==> config.mk <==
export PLATFORM = sky130hd
export DESIGN_NAME = instr_sequencer
export DESIGN_NICKNAME = d
export VERILOG_FILES = /design/src/rtl/instr_sequencer_pkg.sv /design/src/rtl/instr_sequencer_decode.sv /design/src/rtl/instr_sequencer.sv
export SDC_FILE = /design/constraint.sdc
export NUM_CORES = 1
export LEC_CHECK = 0
export ABC_AREA = 1
export BUFFER_PORTS_ARGS = -buffer_cell sky130_fd_sc_hd__buf_2
export CAP_MARGIN = 10
export CORE_MARGIN = 1.5
export CORE_UTILIZATION = 46
export DETAILED_ROUTE_END_ITERATION = 7
export HOLD_SLACK_MARGIN = 0.03
export PLACE_DENSITY = 0.86
export SKIP_LAST_GASP = 1
export SYNTH_ARGS = -nofsm -noshare
export SYNTH_HDL_FRONTEND = slang
export SYNTH_HIERARCHICAL = 1
export SYNTH_SLANG_ARGS = --single-unit
==> constraint.sdc <==
create_clock -name clk -period 1.57 [get_ports clk]
set_input_delay 0.157 -clock clk [delete_from_list [all_inputs] [get_ports clk]]
set_output_delay 0.157 -clock clk [all_outputs]
set_load 0.1 [all_outputs]
==> src/rtl/instr_sequencer_pkg.sv <==
// rtl/instr_sequencer_pkg.sv - ALU op codes, opcode field patterns and Q-phase encoding
package instr_sequencer_pkg;

  localparam logic [3:0] ALU_ADD    = 4'd0;
  localparam logic [3:0] ALU_SUB    = 4'd1;
  localparam logic [3:0] ALU_AND    = 4'd2;
  localparam logic [3:0] ALU_OR     = 4'd3;
  localparam logic [3:0] ALU_XOR    = 4'd4;
  localparam logic [3:0] ALU_COM    = 4'd5;
  localparam logic [3:0] ALU_INC    = 4'd6;
  localparam logic [3:0] ALU_DEC    = 4'd7;
  localparam logic [3:0] ALU_RLF    = 4'd8;
  localparam logic [3:0] ALU_RRF    = 4'd9;
  localparam logic [3:0] ALU_SWAPF  = 4'd10;
  localparam logic [3:0] ALU_PASSLF = 4'd11;
  localparam logic [3:0] ALU_PASSW  = 4'd12;
  localparam logic [3:0] ALU_ZERO   = 4'd13;
  localparam logic [3:0] ALU_BC     = 4'd14;
  localparam logic [3:0] ALU_BS     = 4'd15;

  typedef enum logic [1:0] {
    Q1 = 2'd0,
    Q2 = 2'd1,
    Q3 = 2'd2,
    Q4 = 2'd3
  } q_phase_e;

  // ir[13:12] instruction groups
  localparam logic [1:0] GRP_BYTE = 2'b00;
  localparam logic [1:0] GRP_BIT  = 2'b01;
  localparam logic [1:0] GRP_CTRL = 2'b10;
  localparam logic [1:0] GRP_LIT  = 2'b11;

  // ir[11:8] byte-oriented opcodes
  localparam logic [3:0] BOP_MISC   = 4'd0;
  localparam logic [3:0] BOP_CLR    = 4'd1;
  localparam logic [3:0] BOP_SUBWF  = 4'd2;
  localparam logic [3:0] BOP_DECF   = 4'd3;
  localparam logic [3:0] BOP_IORWF  = 4'd4;
  localparam logic [3:0] BOP_ANDWF  = 4'd5;
  localparam logic [3:0] BOP_XORWF  = 4'd6;
  localparam logic [3:0] BOP_ADDWF  = 4'd7;
  localparam logic [3:0] BOP_MOVF   = 4'd8;
  localparam logic [3:0] BOP_COMF   = 4'd9;
  localparam logic [3:0] BOP_INCF   = 4'd10;
  localparam logic [3:0] BOP_DECFSZ = 4'd11;
  localparam logic [3:0] BOP_RRF    = 4'd12;
  localparam logic [3:0] BOP_RLF    = 4'd13;
  localparam logic [3:0] BOP_SWAPF  = 4'd14;
  localparam logic [3:0] BOP_INCFSZ = 4'd15;

  // ir[11:10] bit-oriented opcodes
  localparam logic [1:0] BIT_BCF   = 2'd0;
  localparam logic [1:0] BIT_BSF   = 2'd1;
  localparam logic [1:0] BIT_BTFSC = 2'd2;
  localparam logic [1:0] BIT_BTFSS = 2'd3;

  localparam logic [13:0] INSTR_NOP    = 14'h0000;
  localparam logic [13:0] INSTR_RETURN = 14'h0008;

endpackage

==> src/rtl/instr_sequencer_decode.sv <==
// rtl/instr_sequencer_decode.sv - combinational decode of the 14-bit opcode into ALU and PC controls
module instr_decode
  import instr_sequencer_pkg::*;
(
  input  logic [13:0] i_ir,
  output logic [3:0]  o_alu_op,
  output logic        o_alu_d,
  output logic        o_d_wr,
  output logic        o_status_wr,
  output logic        o_lit_sel,
  output logic        o_stack_push,
  output logic        o_load_lit,
  output logic        o_load_stack,
  output logic        o_skip_bit,
  output logic        o_skip_zero
);

  always_comb begin
    o_alu_op     = ALU_ADD;
    o_alu_d      = 1'b0;
    o_d_wr       = 1'b0;
    o_status_wr  = 1'b0;
    o_lit_sel    = 1'b0;
    o_stack_push = 1'b0;
    o_load_lit   = 1'b0;
    o_load_stack = 1'b0;
    o_skip_bit   = 1'b0;
    o_skip_zero  = 1'b0;
    case (i_ir[13:12])
      GRP_BYTE: begin
        if (i_ir[11:8] == BOP_MISC) begin
          // d=1 is movwf; d=0 holds nop/return/retfie/sleep/clrwdt, only return acts
          if (i_ir[7]) begin
            o_alu_op = ALU_PASSW;
            o_alu_d  = 1'b1;
            o_d_wr   = 1'b1;
          end else if (i_ir == INSTR_RETURN) begin
            o_load_stack = 1'b1;
          end
        end else begin
          o_alu_d     = i_ir[7];
          o_d_wr      = 1'b1;
          o_status_wr = 1'b1;
          case (i_ir[11:8])
            BOP_CLR:   o_alu_op = ALU_ZERO;
            BOP_SUBWF: o_alu_op = ALU_SUB;
            BOP_DECF:  o_alu_op = ALU_DEC;
            BOP_IORWF: o_alu_op = ALU_OR;
            BOP_ANDWF: o_alu_op = ALU_AND;
            BOP_XORWF: o_alu_op = ALU_XOR;
            BOP_ADDWF: o_alu_op = ALU_ADD;
            BOP_MOVF:  o_alu_op = ALU_PASSLF;
            BOP_COMF:  o_alu_op = ALU_COM;
            BOP_INCF:  o_alu_op = ALU_INC;
            BOP_DECFSZ: begin
              o_alu_op    = ALU_DEC;
              o_status_wr = 1'b0;
              o_skip_zero = 1'b1;
            end
            BOP_RRF:   o_alu_op = ALU_RRF;
            BOP_RLF:   o_alu_op = ALU_RLF;
            BOP_SWAPF: begin
              o_alu_op    = ALU_SWAPF;
              o_status_wr = 1'b0;
            end
            BOP_INCFSZ: begin
              o_alu_op    = ALU_INC;
              o_status_wr = 1'b0;
              o_skip_zero = 1'b1;
            end
            default: o_alu_op = ALU_ADD;
          endcase
        end
      end
      GRP_BIT: begin
        o_alu_d = 1'b1;
        case (i_ir[11:10])
          BIT_BCF: begin
            o_alu_op = ALU_BC;
            o_d_wr   = 1'b1;
          end
          BIT_BSF: begin
            o_alu_op = ALU_BS;
            o_d_wr   = 1'b1;
          end
          BIT_BTFSC: begin
            o_alu_op   = ALU_BC;
            o_skip_bit = 1'b1;
          end
          default: begin
            o_alu_op   = ALU_BS;
            o_skip_bit = 1'b1;
          end
        endcase
      end
      GRP_CTRL: begin
        // ir[11]=1 goto, ir[11]=0 call
        o_load_lit   = 1'b1;
        o_stack_push = ~i_ir[11];
      end
      default: begin
        o_lit_sel   = 1'b1;
        o_d_wr      = 1'b1;
        o_status_wr = 1'b1;
        casez (i_ir[11:8])
          4'b00??: begin
            o_alu_op    = ALU_PASSLF;
            o_status_wr = 1'b0;
          end
          4'b01??: begin
            o_alu_op     = ALU_PASSLF;
            o_status_wr  = 1'b0;
            o_load_stack = 1'b1;
          end
          4'b1000: o_alu_op = ALU_OR;
          4'b1001: o_alu_op = ALU_AND;
          4'b1010: o_alu_op = ALU_XOR;
          4'b110?: o_alu_op = ALU_SUB;
          4'b111?: o_alu_op = ALU_ADD;
          default: begin
            o_lit_sel   = 1'b0;
            o_d_wr      = 1'b0;
            o_status_wr = 1'b0;
          end
        endcase
      end
    endcase
  end

endmodule

==> src/rtl/instr_sequencer.sv <==
// rtl/instr_sequencer.sv - Q1..Q4 cycle sequencer, instruction register and flush control
module instr_sequencer
  import instr_sequencer_pkg::*;
#(
  parameter int PC_WIDTH = 11
) (
  input  logic                clk,
  input  logic                rst_n,
  input  logic [13:0]         instr,
  input  logic                alu_bit_test_res,
  input  logic                alu_zero_in,
  output logic [1:0]          q_phase,
  output logic [3:0]          alu_op,
  output logic                alu_d,
  output logic                alu_d_wr_en,
  output logic                alu_status_wr_en,
  output logic [2:0]          alu_b_in,
  output logic                lit_sel,
  output logic [7:0]          lit,
  output logic [6:0]          f_addr,
  output logic                ir_load,
  output logic                pc_inc,
  output logic                pc_load_lit,
  output logic                pc_load_stack,
  output logic                stack_push,
  output logic [PC_WIDTH-1:0] pc_target,
  output logic                flush
);

  q_phase_e    r_q;
  q_phase_e    w_q_next;
  logic [13:0] r_ir;
  logic [13:0] w_ir_next;
  logic        r_flush;
  logic        w_flush_next;
  logic        w_q4;
  logic        w_exec;

  logic        w_dec_d_wr;
  logic        w_dec_status_wr;
  logic        w_dec_push;
  logic        w_dec_load_lit;
  logic        w_dec_load_stack;
  logic        w_dec_skip_bit;
  logic        w_dec_skip_zero;

  instr_decode u_decode (
    .i_ir         (r_ir),
    .o_alu_op     (alu_op),
    .o_alu_d      (alu_d),
    .o_d_wr       (w_dec_d_wr),
    .o_status_wr  (w_dec_status_wr),
    .o_lit_sel    (lit_sel),
    .o_stack_push (w_dec_push),
    .o_load_lit   (w_dec_load_lit),
    .o_load_stack (w_dec_load_stack),
    .o_skip_bit   (w_dec_skip_bit),
    .o_skip_zero  (w_dec_skip_zero)
  );

  always_ff @(posedge clk) begin
    if (!rst_n) begin
      r_q     <= Q1;
      r_ir    <= INSTR_NOP;
      r_flush <= 1'b1;
    end else begin
      r_q     <= w_q_next;
      r_ir    <= w_ir_next;
      r_flush <= w_flush_next;
    end
  end

  // The flush decision is made only by an unflushed slot on its Q4->Q1 edge.
  always_comb begin
    w_q_next     = r_q;
    w_ir_next    = r_ir;
    w_flush_next = r_flush;
    case (r_q)
      Q1: w_q_next = Q2;
      Q2: w_q_next = Q3;
      Q3: w_q_next = Q4;
      default: begin
        w_q_next     = Q1;
        w_ir_next    = instr;
        w_flush_next = !r_flush &&
                       (w_dec_load_lit || w_dec_load_stack ||
                        (w_dec_skip_bit && alu_bit_test_res) ||
                        (w_dec_skip_zero && alu_zero_in));
      end
    endcase
  end

  always_comb begin
    w_q4             = (r_q == Q4);
    w_exec           = w_q4 && !r_flush;
    ir_load          = w_q4;
    pc_inc           = w_q4;
    alu_d_wr_en      = w_exec && w_dec_d_wr;
    alu_status_wr_en = w_exec && w_dec_status_wr;
    stack_push       = w_exec && w_dec_push;
    pc_load_lit      = w_exec && w_dec_load_lit;
    pc_load_stack    = w_exec && w_dec_load_stack;
  end

  assign q_phase   = r_q;
  assign flush     = r_flush;
  assign alu_b_in  = r_ir[9:7];
  assign lit       = r_ir[7:0];
  assign f_addr    = r_ir[6:0];
  assign pc_target = PC_WIDTH'(r_ir[10:0]);

endmodule

# Word level (Yosys, flattened, before mapping)
# Index checks and enable logic that the tools add are counted.
# Widths: inputs -> output; s select.
dict set report word_totals {
  reg_bits 17
  out_inout_bits 45
  in_bits 18
  wordCells 87
}
dict set report classes {
  n_reduce_logical 28
  muxes 31
  n_bitwise 1
  n_eq_ne 24
}
# op n
set op_table {}
lappend op_table {{$pmux 4 s12} 1}
lappend op_table {{$eq 4x4->1 const B} 8}
lappend op_table {{$mux 1} 21}
lappend op_table {{$pmux 4 s5} 1}
lappend op_table {{$eq 14x4->1 const B} 1}
lappend op_table {{$eq 4x3->1 const B} 3}
lappend op_table {{$pmux 4 s3} 1}
lappend op_table {{$reduce_or 2->1} 6}
lappend op_table {{$logic_and 1x1->1} 9}
lappend op_table {{$reduce_or 3->1} 3}
lappend op_table {{$eq 2x2->1 const B} 4}
lappend op_table {{$eq 4x2->1 const B} 2}
lappend op_table {{$mux 4} 2}
lappend op_table {{$reduce_or 7->1} 1}
lappend op_table {{$eq 2x1->1 const B} 3}
lappend op_table {{$eq 3x3->1 const B} 2}
lappend op_table {{$logic_not 2->1} 3}
lappend op_table {{$pmux 1 s2} 3}
lappend op_table {{$pmux 2 s3} 1}
lappend op_table {{$reduce_or 5->1} 1}
lappend op_table {{$eq 4x1->1 const B} 1}
lappend op_table {{$logic_not 4->1} 1}
lappend op_table {{$logic_or 1x1->1} 3}
lappend op_table {{$pmux 1 s3} 1}
lappend op_table {{2 further kinds} 2}

# Depth between registers and ports, before layout
# Gate-level depths: netlist of the first run.
dict set report logic_depth {
  word_depth 9
  depth_mapped 9
  ltp_nobuf 9
}

# Cells and area by module
# The synthesis of the first run kept the hierarchy.
# module area_each_um2 instances cells_each seq_area_each_um2
set by_module_without_submodules {}
lappend by_module_without_submodules {instr_sequencer 939.7 1 124 340.3}
lappend by_module_without_submodules {instr_decode 380.4 1 74 0.0}

# Worst setup path before layout of the first run
# OpenSTA, ideal clock, no wires.
dict set report synth_path {
  kind {reg-to-output}
  from {register r_q[1], in the netlist q_phase[1]}
  to {output alu_d_wr_en}
  n_path_buf 0
  required_ps 1413
  path_stages_with_launch 4
  arrival_ps 3530
  slack_ps -2117
  cell_sequence {dfxtp_1 -> ha_1 -> nand2_1 -> nor2_1}
}
dict set report synth_between {
  elab_chain_cells 3
}
# element line
set synth_rtl {}
lappend synth_rtl {{from (decl)} instr_sequencer.sv:30} ;# q_phase_e r_q;
lappend synth_rtl {{from (signal assigned)} instr_sequencer.sv:67} ;# r_q <= w_q_next;
lappend synth_rtl {{$eq 2x2->1} instr_sequencer.sv:94} ;# w_q4 = (r_q == Q4);
lappend synth_rtl {{via ir_load} instr_sequencer.sv:21} ;# output logic ir_load,
lappend synth_rtl {{$logic_and 1x1->1} instr_sequencer.sv:95} ;# w_exec = w_q4 && !r_flush;
lappend synth_rtl {{$logic_and 1x1->1} instr_sequencer.sv:98} ;# alu_d_wr_en = w_exec && w_dec_d_wr;
lappend synth_rtl {{to (decl)} instr_sequencer.sv:15} ;# output logic alu_d_wr_en,
# The timed path passes the listed nets, and every way through them passes these cells.

# Worst setup path after layout of the first run
dict set report layout_path {
  from {register r_ir[10]}
  to {output alu_d_wr_en}
}
dict set report layout_between {
  elab_chain_cells 5
  word_cells_on_any_way 15
  cone_classes {eq/ne: 6; mux: 4; reduce/logical: 5}
}
# element line
set layout_rtl {}
lappend layout_rtl {{from (decl)} instr_sequencer.sv:32} ;# logic [13:0] r_ir;
lappend layout_rtl {{from (signal assigned)} instr_sequencer.sv:68} ;# r_ir <= w_ir_next;
lappend layout_rtl {{$eq 4x4->1 (tied with other cells)} instr_sequencer_decode.sv:105} ;# casez (i_ir[11:8])
lappend layout_rtl {{$reduce_or 7->1 (no source line) or $reduce_or 2->1 (tied branches)} -}
lappend layout_rtl {{$mux 1, on equally long branches} {instr_sequencer_decode.sv:105, instr_sequencer_decode.sv:77}}
lappend layout_rtl {{$pmux 1 s3 *} instr_sequencer_decode.sv:29} ;# case (i_ir[13:12])
lappend layout_rtl {{via w_dec_d_wr} instr_sequencer.sv:39} ;# logic w_dec_d_wr;
lappend layout_rtl {{$logic_and 1x1->1 *} instr_sequencer.sv:98}
# The timed path passes the listed nets; every way through them passes the cells marked *.

==> results of run 1 <==
## worst paths after layout
| kind | start | to | slack (ns) | cells after the start |
|---|---|---|---|---|
| max | r_ir[10] | alu_d_wr_en | -0.14 | 8 |
| min | instr[9] | r_ir[9] | 0.09 | 3 |
| max reg2reg | r_ir[12] | flush | 0.34 | 9 |
| min reg2reg | flush | flush | 0.54 | 2 |
## metal layers
metal,share of wire,vias to the layer above,track usage
li1,-,702,-
met1,0.37,660,0.258
met4,0.053,0,0.143
met2,0.53,79,0.444
met3,0.046,22,0.0276
met5,0,-,0
## final cells by class
type | instances | area [um2]
fill | 199 | 668
sequential | 17 | 372
clock inverter | 1 | 5.00
tap | 31 | 38.8
timing repair buffer | 90 | 747
inverter | 23 | 91.3
multi-input combinational | 120 | 790
clock buffer | 3 | 22.5
## logic make-up (layout without fill, tap and decap cells)
logic type	count (synthesis)	in the layout	synth area share
adder cells (fa/ha/maj)	4	4	0.0379
flip-flops	17	17	0.258
buffers and inverters	61	117	0.290
AND/OR/NAND/NOR	89	89	0.298
XOR/XNOR	1	1	0.00664
AO/OA/AOI/OAI	26	26	0.110
## layout by cell type (no fill, tap or decap), types with 3 or more instances in the layout
master / netlist / routed
buf_12: 0 / 12
buf_2: 0 / 50
buf_4: 35 / 23
buf_6: 3 / 3
clkbuf_4: 0 / 3
dfxtp_1: 17 / 8
dfxtp_4: 0 / 8
ha_1: 4 / 3
inv_1: 18 / 14
inv_2: 5 / 7
nand2_1: 16 / 12
nand2_2: 3 / 4
nand3_1: 10 / 8
nand3_2: 1 / 3
nor2_1: 47 / 34
nor2_2: 3 / 6
nor2_4: 2 / 12
nor3_1: 6 / 3
nor3_2: 0 / 3
o21ai_0: 7 / 6
o21ai_1: 11 / 8
o21ai_2: 2 / 5
## through the flow
stage	area [um2]	hold WS, ns	std cells
floorplan	1430	0.258	198
global placement	1780	0.378	267
detailed placement	1780	0.388	267
CTS	2000	0.0868	283
global route	2070	0.0887	285
finish	2070	0.0853	285
## state kept, by name (all words and copies together) (netlist names)
signal,count
r_ir,14
q_phase,2
flush,1
## worst register-to-register path, stage by stage (launching register included)
cell and delay, ns:
dfxtp_4 0.41, inv_2 0.06, nor2_4 0.10, inv_1 0.07, buf_4 0.14, nor2_1 0.12, nand2_1 0.10, nand3_1 0.09
nand2_1 0.05, nand2_1 0.04
## what timing repair did
item                       in CTS  in global routing
gates resized for setup        38                  7
buffers inserted               12                  1
setup endpoints to repair      10                 10
pin swaps                      16                  6
gates cloned                    0                  1
hold buffers                    0                  0
==> impl_metrics.yaml, run 1 <==
worst_setup_path:
  cp-end-kind: "output pin"
  cp_num_buf_inv: 4
  slowest_stage: "dfxtp_4"
  cp_top_family: "buffers and inverters"
  crit_required_ns: 1.41
  max_stage_delay_ns: 0.39
  path_common_cell: "buf_12"
  path_class: "reg -> out"
  arrival_ns: 1.56
  path_cells: "buf_12 -> inv_4 -> nand2_4 -> o21ai_2 -> o211ai_1 -> inv_1 -> nor2_4 -> buf_12"
  cp_max_fo: 5
  critPathLaunchType: "flip-flop"
job:
  max_cap_viol_count: 0
yosys:
  synth_area_leaders: "dfxtp_1 26%, buf_4 20%, nor2_1 13%, inv_1 5.1%, nand2_1 4.5%"
  synth_commonest_cells: "47 x nor2_1, 35 x buf_4, 18 x inv_1, 17 x dfxtp_1, 16 x nand2_1"
  yosys.area.top_type: "dfxtp_1"
  ys_seq_area_frac: 0.258
  synthCells: 198
  yosys_most_used_dff: "dfxtp_1"
  synth_edf_count: 0
  yosysWarnings: 6
  synth_area_um2: 1320
  yosysMostFrequentCell: "nor2_1"
  synth_area_per_cell_um2: 6.67
  syn-num-nets: 220
  ys_ff_latch: 17
  synthArstFlopShare: 0
  synth.distinct_cells: 22
  synth.top_cell.area_share: 0.258
die:
  die-area_um2: 3200
  rows: 19
  die_y_um: 56.6
  die_w_um: 56.6
  coreArea_um2: 2730
  initial_core_util: 0.483
  pin_count: 63
timing:
  timing.fmax_ghz: 0.584
  relSlewSlack: 0.676
  tns_ns: -0.861
  finalHoldViolCount: 0
  timing.final.ws_setup_ns: -0.143
  slew_violations: 0
  finalCritPeriodShare: 1.09
  finClkSkew_ns: 0.00699
  rsz0062_at_grt: "yes"
  tightest_slew_ns: 0.489
  period_minus_slack_ns: 1.71
  finalSetupViolCount: 9
drt:
  drc: 0
  drt_iter0_markers: 40
  wl_per_cell_um: 13.7
  postRouteAntennaNets: 0
  via_per_inst: 5.13
  vias: 1463
  drtPass1Iterations: 5
  routed_wl_um: 3900
global_routing:
  track_usage: 0.240
  grt_max_degree: 17
  antenna_found_initial: 0
  grt_pass1_vias: 1408
  grt_pass1_wl_um: 6070
  overflow: 0
placed_design:
  pre_cts_ws_ns: 0.0328
  hpwl_um: 2410
  numPortBuffers: 62
  gp_congestion: 0.850
finish:
  syn_to_final_growth_pct: 56.5
  num_antenna_cells: 0
  fin_nets: 277
  drive_gt1_frac: 0.602
  fin_util: 0.756
clock_tree:
  cts_sinks: 17
  cts_tree: "built"
  insertion_delay_ns: 0.29
  htree_levels: 1
  cts_buffers: 3
  clock_tree.buffer_depth: 2
  cts_root_buf: "clkbuf_4"
  path_clk_slew_ns: 0.10
status:
  failed_checks: "negative setup slack"
  status: "finished, violations left"
min_path:
  holdCritPathClass: "in -> reg"
Power of run 1 is left out: the tool's default activity adds up to more than one toggle a clock period on the data nets, which glitch-free logic cannot reach.
==> run 2, diff against run 1 <==
--- a/config.mk
+++ b/config.mk
@@ -8,6 +8,7 @@
 export ABC_AREA = 1
 export BUFFER_PORTS_ARGS = -buffer_cell sky130_fd_sc_hd__buf_2
 export CAP_MARGIN = 10
+export CORE_ASPECT_RATIO = 1.4
 export CORE_MARGIN = 1.5
 export CORE_UTILIZATION = 46
 export DETAILED_ROUTE_END_ITERATION = 7
==> run 2 against run 1 <==
Compared with the run above:
- routed wire length shrank 1.8%
- sequential share of layout area grew 0.30 points
- the flow still finishes with violations (negative setup slack)
- first-iteration DRC count grew 5.0%
- largest cell class unchanged
- via count shrank 1.9%
- fmax grew 1.4%
- critical path depth is the same
- critical path type unchanged
- cell count grew 1.4%
- clock skew shrank 0.0011 ns
- global-route usage grew 1.1 points
- cell area shrank 0.97%
==> impl_metrics.yaml, run 2 (synthesis results as in run 1) <==
global_routing:
  grt_pass1_wl_um: 5780
  track_usage: 0.251
  grt_pass1_vias: 1310
  overflow: 0
  grt_max_degree: 17
  antenna_found_initial: 0
placed_design:
  hpwl_um: 2700
  numPortBuffers: 62
  dp.cells: 277
  gp_congestion: 0.914
timing:
  finalCritPeriodShare: 1.08
  relSlewSlack: 0.675
  slew_violations: 0
  finClkSkew_ns: 0.00585
  period_minus_slack_ns: 1.69
  tightest_slew_ns: 0.491
  rsz0062_at_grt: "yes"
  finalSetupViolCount: 7
  timing.fmax_ghz: 0.592
  finalHoldViolCount: 0
  timing.final.ws_setup_ns: -0.119
drt:
  drtPass1Iterations: 4
  drc: 0
  routed_wl_um: 3830
  postRouteAntennaNets: 0
  via_per_inst: 4.97
  wl_per_cell_um: 13.2
  vias: 1435
  drt_iter0_markers: 42
die:
  die_w_um: 48.3
  pin_count: 63
  die_y_um: 66.4
  initial_core_util: 0.494
  rows: 22
  coreArea_um2: 2670
  die-area_um2: 3200
worst_setup_path:
  endpoint: "alu_d_wr_en"
  path_class: "reg -> out"
  arrival_ns: 1.53
  path_cells: "nor2_4 -> nand3_2 -> buf_6 -> nand2_4 -> o211ai_1 -> inv_1 -> nor2_4 -> buf_12"
  rrSetupSlack_ns: 0.21
  rr_worst_depth: 9
  critPathLaunchType: "flip-flop"
  r2r_end: "flush"
  r2r_start: "r_ir[11]"
  path_common_cell: "nor2_4"
  cp_max_fo: 5
  max_stage_delay_ns: 0.38
  crit_required_ns: 1.41
  cp-end-kind: "output pin"
  crit_start: "r_ir[9]"
  slowest_stage: "dfxtp_4"
job:
  max_cap_viol_count: 0
finish:
  regMostFlops: "r_ir"
  final_common_cell: "buf_2"
  num_antenna_cells: 0
  num-fill-cells: 198
  final_cell_mix: "50 x buf_2, 36 x nor2_1, 21 x buf_4"
  multiInputGateArea_um2: 781
  fin_nets: 276
  fin_cells: 289
  drive_gt1_frac: 0.609
  regArea_um2: 374
  syn_to_final_growth_pct: 55.0
  largest_register_ffs: 14
min_path:
  holdCritPathClass: "in -> reg"
clock_tree:
  htree_levels: 1
  cts_root_buf: "clkbuf_4"
  clock_tree.buffer_depth: 2
  insertion_delay_ns: 0.28
  cts_buffers: 3
  path_clk_slew_ns: 0.10
  cts_tree: "built"
  hold_buffers: 0
  cts_sinks: 17
status:
  status: "finished, violations left"
  failed_checks: "negative setup slack"
run 2: what timing repair did:
| item | CTS | global route |
|---|---|---|
| pin swaps | 7 | 8 |
| gates resized for setup | 33 | 15 |
| endpoints found under the setup margin | 10 | 9 |
| setup buffers | 7 | 1 |
run 2: worst min path at each step:
stage	from	to	slack, ns	depth (start not counted)
finish	instr[3]	r_ir[3]	0.09	3
global route	instr[3]	r_ir[3]	0.09	3
CTS	instr[3]	r_ir[3]	0.09	3
detailed placement	instr[3]	r_ir[3]	0.39	3
global placement	instr[3]	r_ir[3]	0.38	3
floorplan	rst_n	r_ir[9]	0.26	2
run 2: area by class of cell:
type                       instances  share of cell area
clock buffer                       4              0.0128
sequential                        17               0.183
multi-input combinational        120               0.382
tap                               36              0.0220
timing repair buffer              89               0.358
inverter                          23              0.0422
run 2: stage by stage:
| step | hold WS (ns) | util | worst slack, ns | area [um2] | setup TNS (ns) |
|---|---|---|---|---|---|
| after CTS | 0.0891 | 0.743 | -0.101 | 1980 | -0.550 |
| after detailed placement | 0.385 | 0.682 | -0.0222 | 1820 | -0.0222 |
| final | 0.0874 | 0.766 | -0.119 | 2050 | -0.693 |
| after floorplan | 0.258 | - | -0.716 | 1430 | -1.56 |
| after global placement | 0.379 | 0.682 | 0.0471 | 1820 | 0 |
| after global routing | 0.0884 | 0.766 | -0.181 | 2050 | -1.11 |
run 2: per-layer routing:
metal / track usage / wire [um] / vias to the layer above
li1: - / - / 701
met1: 0.249 / 1350 / 682
met2: 0.474 / 2300 / 47
met3: 0.0383 / 133 / 5
met4: 0.101 / 42 / 0
met5: 0 / 0 / -
run 2: worst max-delay path, delay by kind of cell (launching register included):
| kind | cells | cell delay (ns) |
|---|---|---|
| buffers and inverters | 3 | 0.41 |
| and+or+nand+nor | 4 | 0.36 |
| DFF | 1 | 0.38 |
| AOI/OAI and AO/OA | 1 | 0.09 |
Power of run 2 is left out for the same reason.
==> run 3, diff against run 2 <==
==> constraint.sdc (replaced) <==
create_clock -name clk -period 1.57 [get_ports clk]
set_input_delay 0.157 -clock clk [delete_from_list [all_inputs] [get_ports clk]]
set_output_delay 0.157 -clock clk [all_outputs]
set_load 0.05 [all_outputs]
==> run 3 against run 2 <==
Compared with the run above:
- the flow still finishes with violations (negative setup slack)
- non-clock buffer count stayed put
- cell count is the same
- critical path depth unchanged
- critical path type unchanged
- largest cell class unchanged
==> impl_metrics.yaml, run 3 (synthesis results as in run 1) <==
drt:
  drc: 0
  via_per_inst: 4.91
  postRouteAntennaNets: 0
  wl_per_cell_um: 12.0
  vias: 1420
  drt_iter0_markers: 45
  drtPass1Iterations: 4
  routed_wl_um: 3470
timing:
  tightest_slew_ns: 0.279
  timing.final.ws_setup_ns: -0.0791
  finalCritPeriodShare: 1.05
  period_minus_slack_ns: 1.65
  timing.fmax_ghz: 0.606
  slew_violations: 0
  finClkSkew_ns: 0.00946
  finalSetupViolCount: 7
  relSlewSlack: 0.814
  finalHoldViolCount: 0
  rsz0062_at_grt: "yes"
die:
  coreArea_um2: 2670
  initial_core_util: 0.494
  pin_count: 63
  rows: 22
  die-area_um2: 3200
  die_y_um: 66.4
  die_w_um: 48.3
status:
  status: "finished, violations left"
  failed_checks: "negative setup slack"
worst_setup_path:
  critPathLaunchType: "flip-flop"
  slowest_stage: "dfxtp_4"
  crit_required_ns: 1.41
  cp_max_fo: 8
  path_class: "reg -> out"
  cp-end-kind: "output pin"
  path_cells: "buf_12 -> clkinv_8 -> nand2_4 -> o21ai_2 -> o211ai_1 -> inv_1 -> nor2_4 -> buf_8"
  arrival_ns: 1.49
  max_stage_delay_ns: 0.39
  cp_num_buf_inv: 4
  cp_top_family: "buffers and inverters"
finish:
  final_cell_mix: "52 x buf_2, 37 x nor2_1, 21 x buf_4"
  final_common_cell: "buf_2"
  largest_register_ffs: 14
  design_area_um2: 1900
  num-fill-cells: 209
  fin_util: 0.710
  syn_to_final_growth_pct: 43.7
  drive_gt1_frac: 0.569
  regMostFlops: "r_ir"
  fin_cells: 289
  fin_nets: 276
  num_antenna_cells: 0
placed_design:
  pre_cts_ws_ns: 0.0127
  placed_area_um2: 1620
  gp_congestion: 0.899
  numPortBuffers: 62
  hpwl_um: 2470
  dp.cells: 280
clock_tree:
  cts_sinks: 17
  htree_levels: 1
  cts_buffers: 3
  insertion_delay_ns: 0.29
  hold_buffers: 0
  cts_root_buf: "clkbuf_4"
  clock_tree.buffer_depth: 2
  cts_tree: "built"
  path_clk_slew_ns: 0.10
global_routing:
  grt_pass1_wl_um: 5110
  antenna_found_initial: 0
  track_usage: 0.219
  grt_max_degree: 17
  overflow: 0
  grt_pass1_vias: 1276
power_and_ir_drop:
  ir_drop_v: 0.00141
  p_per_area_nw_per_um2: 1970
  finalPower_w: 0.00373
  leakagePower_nw: 0.993
min_path:
  holdCritPathClass: "in -> reg"
job:
  max_cap_viol_count: 0
## run 3: cell count changes in the layout (fill, tap and decap cells not counted), sizes merged
cell / delta
inv: -1
buf: +1
clkinv: +2
clkbuf: -2
## run 3: final cells by class
type	instances	area, um2	share of cell area
Multi-Input combinational cell	120	731	0.385
Inverter	23	98.8	0.0521
Sequential cell	17	365	0.193
Tap cell	36	45.0	0.0237
Clock buffer	3	22.5	0.0119
Clock inverter	1	5.00	0.00264
Timing Repair Buffer	89	629	0.332
## run 3: worst paths after layout
| path | slack [ns] | endpoint | cells past startpoint | start |
|---|---|---|---|---|
| setup / recovery | -0.08 | alu_d_wr_en | 8 | r_ir[10] |
| hold / removal | 0.08 | r_ir[9] | 3 | instr[9] |
| setup reg to reg | 0.37 | flush | 4 | q_phase[1] |
| hold reg to reg | 0.56 | r_ir[7] | 2 | r_ir[7] |
## run 3: what timing repair did
| action | 4_1_cts | 5_1_grt |
|---|---|---|
| pin swaps | 9 | 9 |
| endpoints found under the setup margin | 9 | 10 |
| setup buffers | 3 | 2 |
| resized for setup | 48 | 21 |
## run 3: stage by stage
| step | TNS [ns] | hold slack [ns] |
|---|---|---|
| 2_1_floorplan | -0.0364 | 0.258 |
| 3_3_place_gp | 0 | 0.379 |
| 3_5_place_dp | 0 | 0.390 |
| 4_1_cts | -0.179 | 0.0805 |
| 5_1_grt | -1.02 | 0.0753 |
| 6_report | -0.365 | 0.0809 |
## run 3: metal layers
layer	global-route usage	up-vias	share of wire
li1	-	701	-
met1	0.225	652	0.36
met2	0.411	59	0.57
met3	0.0273	8	0.047
met4	0.0811	0	0.018
met5	0	-	0
## run 3: where the power goes
group / total, W / switching (W) / internal [W]
Clock: 0.000233 / 0.000138 / 0.0000948
Sequential: 0.000710 / 0.000147 / 0.000563
Combinational: 0.00279 / 0.00192 / 0.000870
## run 3: worst reg2reg max path, stage by stage, from the launching register on
cell and delay [ns]:
dfxtp_2 0.40, ha_1 0.28, inv_2 0.17, a21oi_1 0.19
nand2_1 0.07
Power figures use the tool's default switching activity.
